$ cat config.mk
export PLATFORM = sky130hd
export DESIGN_NAME = serial_subtractor
export DESIGN_NICKNAME = d
export VERILOG_FILES = /design/src/rtl/serial_sub_pkg.sv /design/src/rtl/full_subtractor.sv /design/src/rtl/serial_subtractor.sv
export SDC_FILE = /design/constraint.sdc
export NUM_CORES = 1
export LEC_CHECK = 0
export ABC_AREA = 1
export BUFFER_PORTS_ARGS = -buffer_cell sky130_fd_sc_hd__buf_2
export CAP_MARGIN = 5
export CORE_UTILIZATION = 25
export CTS_CLUSTER_SIZE = 14
export DETAILED_ROUTE_END_ITERATION = 16
export SLEW_MARGIN = 10
export SYNTH_ARGS = -nofsm -noshare
export SYNTH_HDL_FRONTEND = slang
export SYNTH_SLANG_ARGS = --single-unit
$ cat constraint.sdc
create_clock -name clk -period 1.5 [get_ports clk]
set_clock_uncertainty 0.15 [all_clocks]
set_input_delay 0.45 -clock clk [delete_from_list [all_inputs] [get_ports clk]]
set_output_delay 0.45 -clock clk [all_outputs]
set_load 0.02 [all_outputs]
$ cat src/rtl/serial_sub_pkg.sv
// rtl/serial_sub_pkg.sv - shared types and constants for the bit-serial subtractor
package serial_sub_pkg;

  localparam int DEFAULT_WIDTH = 4;

  // Counter must reach WIDTH itself (one extra RUN cycle to finalise the result)
  localparam int DEFAULT_CNT_W = $clog2(DEFAULT_WIDTH + 1);

  typedef enum logic [1:0] {
    IDLE = 2'd0,
    RUN  = 2'd1,
    DONE = 2'd2
  } state_t;

  function automatic int cnt_width(input int width);
    return $clog2(width + 1);
  endfunction

endpackage

$ cat src/rtl/full_subtractor.sv
// rtl/full_subtractor.sv - combinational 1-bit full-subtractor cell
module full_subtractor (
  input  logic x,
  input  logic y,
  input  logic bi,
  output logic diff,
  output logic bo
);

  assign diff = x ^ y ^ bi;
  assign bo   = (~x & y) | (~(x ^ y) & bi);

endmodule

$ cat src/rtl/serial_subtractor.sv
// rtl/serial_subtractor.sv - LSB-first serial a - b - b_in; ovf output under SERIAL_SUB_OVF_EN
module serial_subtractor
  import serial_sub_pkg::*;
#(
  parameter int WIDTH = DEFAULT_WIDTH
) (
  input  logic             clk,
  input  logic             rst_n,
  input  logic             start,
  input  logic [WIDTH-1:0] a,
  input  logic [WIDTH-1:0] b,
  input  logic             b_in,
  output logic             busy,
  output logic             done,
  output logic [WIDTH-1:0] d,
  output logic             b_out
`ifdef SERIAL_SUB_OVF_EN
  ,
  output logic             ovf
`endif
);

  localparam int CW = cnt_width(WIDTH);

  state_t           state;
  logic [WIDTH-1:0] a_sr;
  logic [WIDTH-1:0] b_sr;
  logic             br;
  logic [CW-1:0]    cnt;
  logic             cell_diff;
  logic             cell_bo;
`ifdef SERIAL_SUB_OVF_EN
  logic             a_msb;
  logic             b_msb;
`endif

  full_subtractor u_cell (
    .x    (a_sr[0]),
    .y    (b_sr[0]),
    .bi   (br),
    .diff (cell_diff),
    .bo   (cell_bo)
  );

  // Sequencer: capture operands, shift one bit per RUN cycle, then publish the result
  always_ff @(posedge clk or negedge rst_n) begin
    if (!rst_n) begin
      state <= IDLE;
      a_sr  <= '0;
      b_sr  <= '0;
      br    <= 1'b0;
      cnt   <= '0;
      d     <= '0;
      b_out <= 1'b0;
      busy  <= 1'b0;
      done  <= 1'b0;
`ifdef SERIAL_SUB_OVF_EN
      a_msb <= 1'b0;
      b_msb <= 1'b0;
      ovf   <= 1'b0;
`endif
    end else begin
      case (state)
        IDLE: begin
          done <= 1'b0;
          if (start) begin
            a_sr  <= a;
            b_sr  <= b;
            br    <= b_in;
            cnt   <= '0;
            busy  <= 1'b1;
            state <= RUN;
`ifdef SERIAL_SUB_OVF_EN
            a_msb <= a[WIDTH-1];
            b_msb <= b[WIDTH-1];
`endif
          end
        end
        RUN: begin
          if (cnt == CW'(WIDTH)) begin
            // All bits shifted in; d already holds the difference
            b_out <= br;
            done  <= 1'b1;
            state <= DONE;
`ifdef SERIAL_SUB_OVF_EN
            ovf   <= (a_msb != b_msb) & (d[WIDTH-1] != a_msb);
`endif
          end else begin
            d    <= {cell_diff, d[WIDTH-1:1]};
            a_sr <= a_sr >> 1;
            b_sr <= b_sr >> 1;
            br   <= cell_bo;
            cnt  <= cnt + CW'(1);
          end
        end
        DONE: begin
          done  <= 1'b0;
          busy  <= 1'b0;
          state <= IDLE;
        end
        default: begin
          state <= IDLE;
          busy  <= 1'b0;
          done  <= 1'b0;
        end
      endcase
    end
  end

endmodule
==> results.ini, run 1 <==
[setup_path]
cp.buffers_inverters = 1
path_max_fanout = 3
crit_family = flip-flops
r2r_start = cnt[1]
crit_required_ns = 0.90
arrival_ns = 0.82
crit_slowest_cell = dfrtp_1
crit_path_start_kind = flip-flop
crit_type = reg2out
endpoint_kind = primary output
crit_path_max_incr_delay_ns = 0.40
path_cells = buf_2
critPathLaunch = d[1]

[final_layout]
fin_nets = 171
drive_gt1_share_pct = 22.6
area_growth_pct = 20.7
n_antenna_cell = 0

[synth]
syn_area_um2 = 1050
yosys.area.top_type = dfrtp_1
ys_warn_count = 0
synth-async-reset-ratio_pct = 100
synth.avg_cell_area_um2 = 8.10
synth_ff_type = dfrtp_1
ys_top_cells_by_area = dfrtp_1 50%, nand2_1 19%, nand3_1 11%
yosysMostFrequentCell = nand2_1
synth-edff-count = 0
ys_top_cells_by_count = 53 x nand2_1, 23 x nand3_1, 21 x dfrtp_1
syn-instance-count = 130
ys_seq_area_share_pct = 49.9
yosys.cell_types.count = 15
ys_seq_elements = 21
synth_top_area_share_pct = 49.9
syn_nets = 145

[floorplanning]
die_w_um = 66.9
initial_utilization_pct = 26.1
pin_count = 19
dieArea_um2 = 4480
core-area_um2 = 4030
rows = 23
die_y_um = 66.9

[grt]
gr-usage-all-layers_pct = 11.5
grt_pass1_vias = 840
grt_overflow = 0
grt_max_degree = 22
antenna_found_initial = 0
grt_pass1_wl_mm = 3.84

[clock_network]
cts_made_buffers = 3
clkSinkCount = 21
clk_latency_ns = 0.26
hold_buffers = 0
clkTransAtPathRegs_ns = 0.08
root_buffer = clkbuf_8
cts_max_level = 1
clockBufferDepth = 2
tritoncts = yes

[sta]
fin_tns_setup_ns = 0
timing.hold.ws_ns = -0.0163
final.min_clock_period_ns = 1.42
max_freq_ghz = 0.705
setup_violations = 0
fin_crit_sh_pct = 94.6
worst_pin_slew_ns = 0.468
slew_headroom_pct = 68.8
hold_violations = 21
rsz0062_at_grt = no
slew_viol_final = 0

[place]
io_buffers = 18
hpwl_mm = 1.69
gp_congestion = 0.764

[drt]
wire_per_inst_um = 11.2
via_count = 887
drt_iter0_markers = 14
wl_mm = 2.29
drc_errors = 0
first_pass_iters = 4
ant_nets = 0
viasPerCell = 4.33

[flow_run]
maxCapViolations = 0

[outcome]
violations = hold timing
status = complete, but fails checks

[power_and_ir_drop]
leakage_nw = 0.719
peakVddDrop_uv = 642
powerDensity_nw_per_um2 = 2150

[min_path]
hold_path_class = in2async

[layer usage]
layer,vias to the layer above,wire length [um],global-route usage [%]
met5,-,0,0
met4,0,17,3.99
met3,2,106,2.05
met2,23,1100,18.3
met1,403,1060,15.5
li1,459,-,-
[power breakdown]
| part | leakage (nW) | internal, mW | switching (mW) |
|---|---|---|---|
| Combinational | 0.431 | 0.528 | 0.870 |
| Clock | 0.0228 | 0.189 | 0.183 |
| Sequential | 0.266 | 0.808 | 0.157 |
| Total | 0.719 | 1.53 | 1.21 |
[final timing paths]
kind                            slack, ns  cells after the start       to
worst max-delay path                 0.08                      1     d[1]
worst min-delay path                -0.02                      1  a_sr[3]
worst max register to register       0.11                      7  a_sr[2]
worst min register to register       0.34                      2     d[0]
max in group asynchronous            0.89                      1   cnt[0]
min in group clk                     0.29                      3  a_sr[3]
[metrics by stage]
step	instance area [um2]	instances	power [mW]	utilization, %	worst slack [ns]
after floorplan	1050	130	1.99	-	0.0723
after global placement	1210	200	2.33	30.1	0.139
after detailed placement	1210	200	2.36	30.1	0.104
after CTS	1260	204	2.74	31.2	0.0725
after global routing	1270	205	2.98	31.6	0.00855
final	1270	205	2.74	31.6	0.0815
[cell type report]
| cell class | count | area [um2] |
|---|---|---|
| clock buffer | 4 | 45.0 |
| inverter | 11 | 41.3 |
| fill | 434 | 2760 |
| sequential | 21 | 526 |
| timing repair buffer | 27 | 158 |
| tap | 50 | 62.6 |
| multi-input combinational | 92 | 439 |
[registers in the layout (all words and copies together), names as in the netlist]
name / count
busy: 1
done: 1
b_sr: 4
br: 1
d: 4
cnt: 3
a_sr: 4
b_out: 1
state: 2
[cells in the final DEF (no fill, tap or decap), drive strengths merged]
cell / Yosys / final
nor2: 7 / 7
dfrtp: 21 / 21
nand2: 56 / 56
nand3: 23 / 23
nand4: 2 / 2
fa: 1 / 1
buf: 6 / 27
o21ai: 1 / 1
inv: 11 / 11
ha: 2 / 2
clkbuf: 0 / 4
[cells by family (layout without fill, tap and decap cells)]
logic type	after synthesis	count (layout)	synth area share [%]
AO/OA/AOI/OAI	1	1	0.475
AND/OR/NAND/NOR	88	88	36.5
adder cells (fa/ha/maj)	3	3	4.28
buffers and inverters	17	42	8.91
flip-flops	21	21	49.9
[timing repair]
action | 4_1_cts | 5_1_grt
gates resized for setup | 0 | 1
endpoints found under the setup margin | 0 | 6
buffers inserted | 0 | 1
No activity file was read; power rests on OpenSTA's default activity.
==> run 2: changes to the inputs <==
CORE_UTILIZATION = 48   (was 25)
GPL_TIMING_DRIVEN = 0   (was not set)
PLACE_DENSITY = 0.73   (was not set)
==> results.ini, run 2 (synthesized netlist as in run 1, its figures left out) <==
[outcome]
status = finished, final reports clean

[setup_path]
critPathLaunch = d[2]
arrival_ns = 0.87
path_max_fanout = 3
r2r_start = cnt[0]
crit_path_max_incr_delay_ns = 0.40
endpoint_kind = primary output
reg2reg_slack_ns = 0.08
cp.buffers_inverters = 1
crit_path_start_kind = flip-flop
crit_family = flip-flops
crit_required_ns = 0.90
crit_slowest_cell = dfrtp_1
path_cells = buf_2
crit_type = reg2out

[sta]
hold_violations = 0
fin_ws_ns = 0.0284
max_freq_ghz = 0.680
slew_viol_final = 0
fin_crit_sh_pct = 98.1
worst_pin_slew_ns = 0.471
final.min_clock_period_ns = 1.47
setup_violations = 0
slew_headroom_pct = 68.6
timing.hold.ws_ns = 0.236

[floorplanning]
die_w_um = 48.9
rows = 16
core-area_um2 = 2020
pin_count = 19
dieArea_um2 = 2390
die_y_um = 48.9
initial_utilization_pct = 52.1

[place]
dp_cells = 175
hpwl_mm = 1.50
post-place-ws_ns = -0.134
placed_cell_area_um2 = 1180
io_buffers = 18
gp_congestion = 0.743

[min_path]
hold_path_class = in2reg
hp-start = a[3]

[grt]
grt_overflow = 0
gr-usage-all-layers_pct = 20.2
grt_pass1_wl_mm = 3.66
grt_max_degree = 22
grt_pass1_vias = 838
antenna_found_initial = 0

[clock_network]
clockBufferDepth = 2
cts_max_level = 1
clk_latency_ns = 0.30
root_buffer = clkbuf_4
clkTransAtPathRegs_ns = 0.11
clkSinkCount = 21
cts_made_buffers = 3
tritoncts = yes

[power_and_ir_drop]
peakVddDrop_uv = 1110
leakage_nw = 0.759
powerDensity_nw_per_um2 = 2160

[final_layout]
postLayoutCoreUtil_pct = 64.9
area_growth_pct = 24.6
instances_no_fill = 189
fin_nets = 178
stdcell_area_um2 = 1310
n_antenna_cell = 0
final_common_cell = nand2_1
most-common-layout-cells = 52 x nand2_1, 22 x nand3_1, 21 x dfrtp_1, 17 x buf_2, 12 x buf_4
top_regs = a_sr: 4 flops, b_sr: 4 flops, d: 4 flops
drive_gt1_share_pct = 26.5

[drt]
ant_nets = 0
drc_errors = 0
drt_iter0_markers = 7
wl_mm = 2.22
wire_per_inst_um = 11.7
viasPerCell = 5.07
first_pass_iters = 4
via_count = 958

[flow_run]
maxCapViolations = 0

[run 2: cell count changes in the layout (fill, tap and decap cells not counted), sizes merged]
cell | previous run | this run
buf | 27 | 33
dlygate4sd3 | 0 | 1
[run 2: where the power goes]
part / switching, mW / leakage, nW / total (mW) / internal (mW)
combinational: 0.937 / 0.479 / 1.61 / 0.674
sequential: 0.142 / 0.266 / 0.947 / 0.806
clock: 0.169 / 0.0150 / 0.273 / 0.104
total: 1.25 / 0.759 / 2.83 / 1.58
[run 2: worst paths after layout]
| kind | to | cells after the start |
|---|---|---|
| setup / recovery | d[2] | 1 |
| setup reg to reg | br | 7 |
| max in group asynchronous | b_sr[0] | 2 |
| hold / removal | a_sr[3] | 3 |
| min in group asynchronous | d[1] | 2 |
| hold reg to reg | d[0] | 2 |
[run 2: area by class of cell]
| class | count | area (um2) |
|---|---|---|
| sequential | 21 | 526 |
| clock buffer | 4 | 26.3 |
| timing repair buffer | 28 | 174 |
| multi-input combinational | 92 | 455 |
| inverter | 11 | 41.3 |
| fill | 174 | 709 |
| tap | 27 | 33.8 |
| buffer | 6 | 56.3 |
[run 2: repair_timing]
action | CTS | global route
buffers inserted | 2 | 7
hold endpoints to repair | 21 | 0
gates resized for setup | 3 | 4
setup endpoints to repair | 16 | 16
pin swaps | 0 | 3
hold buffers | 1 | 0
[run 2: per-layer routing]
metal  up-vias  part of all wire [%]  GRT usage [%]
li1        472                     -              -
met1       462                    45           25.1
met2        19                    50           35.6
met3         5                   2.8           2.80
met4         0                   1.6           7.35
met5         -                     0              0
[run 2: through the flow]
step | power [mW] | setup TNS (ns)
final | 2.83 | 0
after detailed placement | 2.34 | -1.72
after global routing | 3.09 | -0.0167
after floorplan | 1.99 | 0
after CTS | 2.68 | 0
after global placement | 2.28 | -1.03
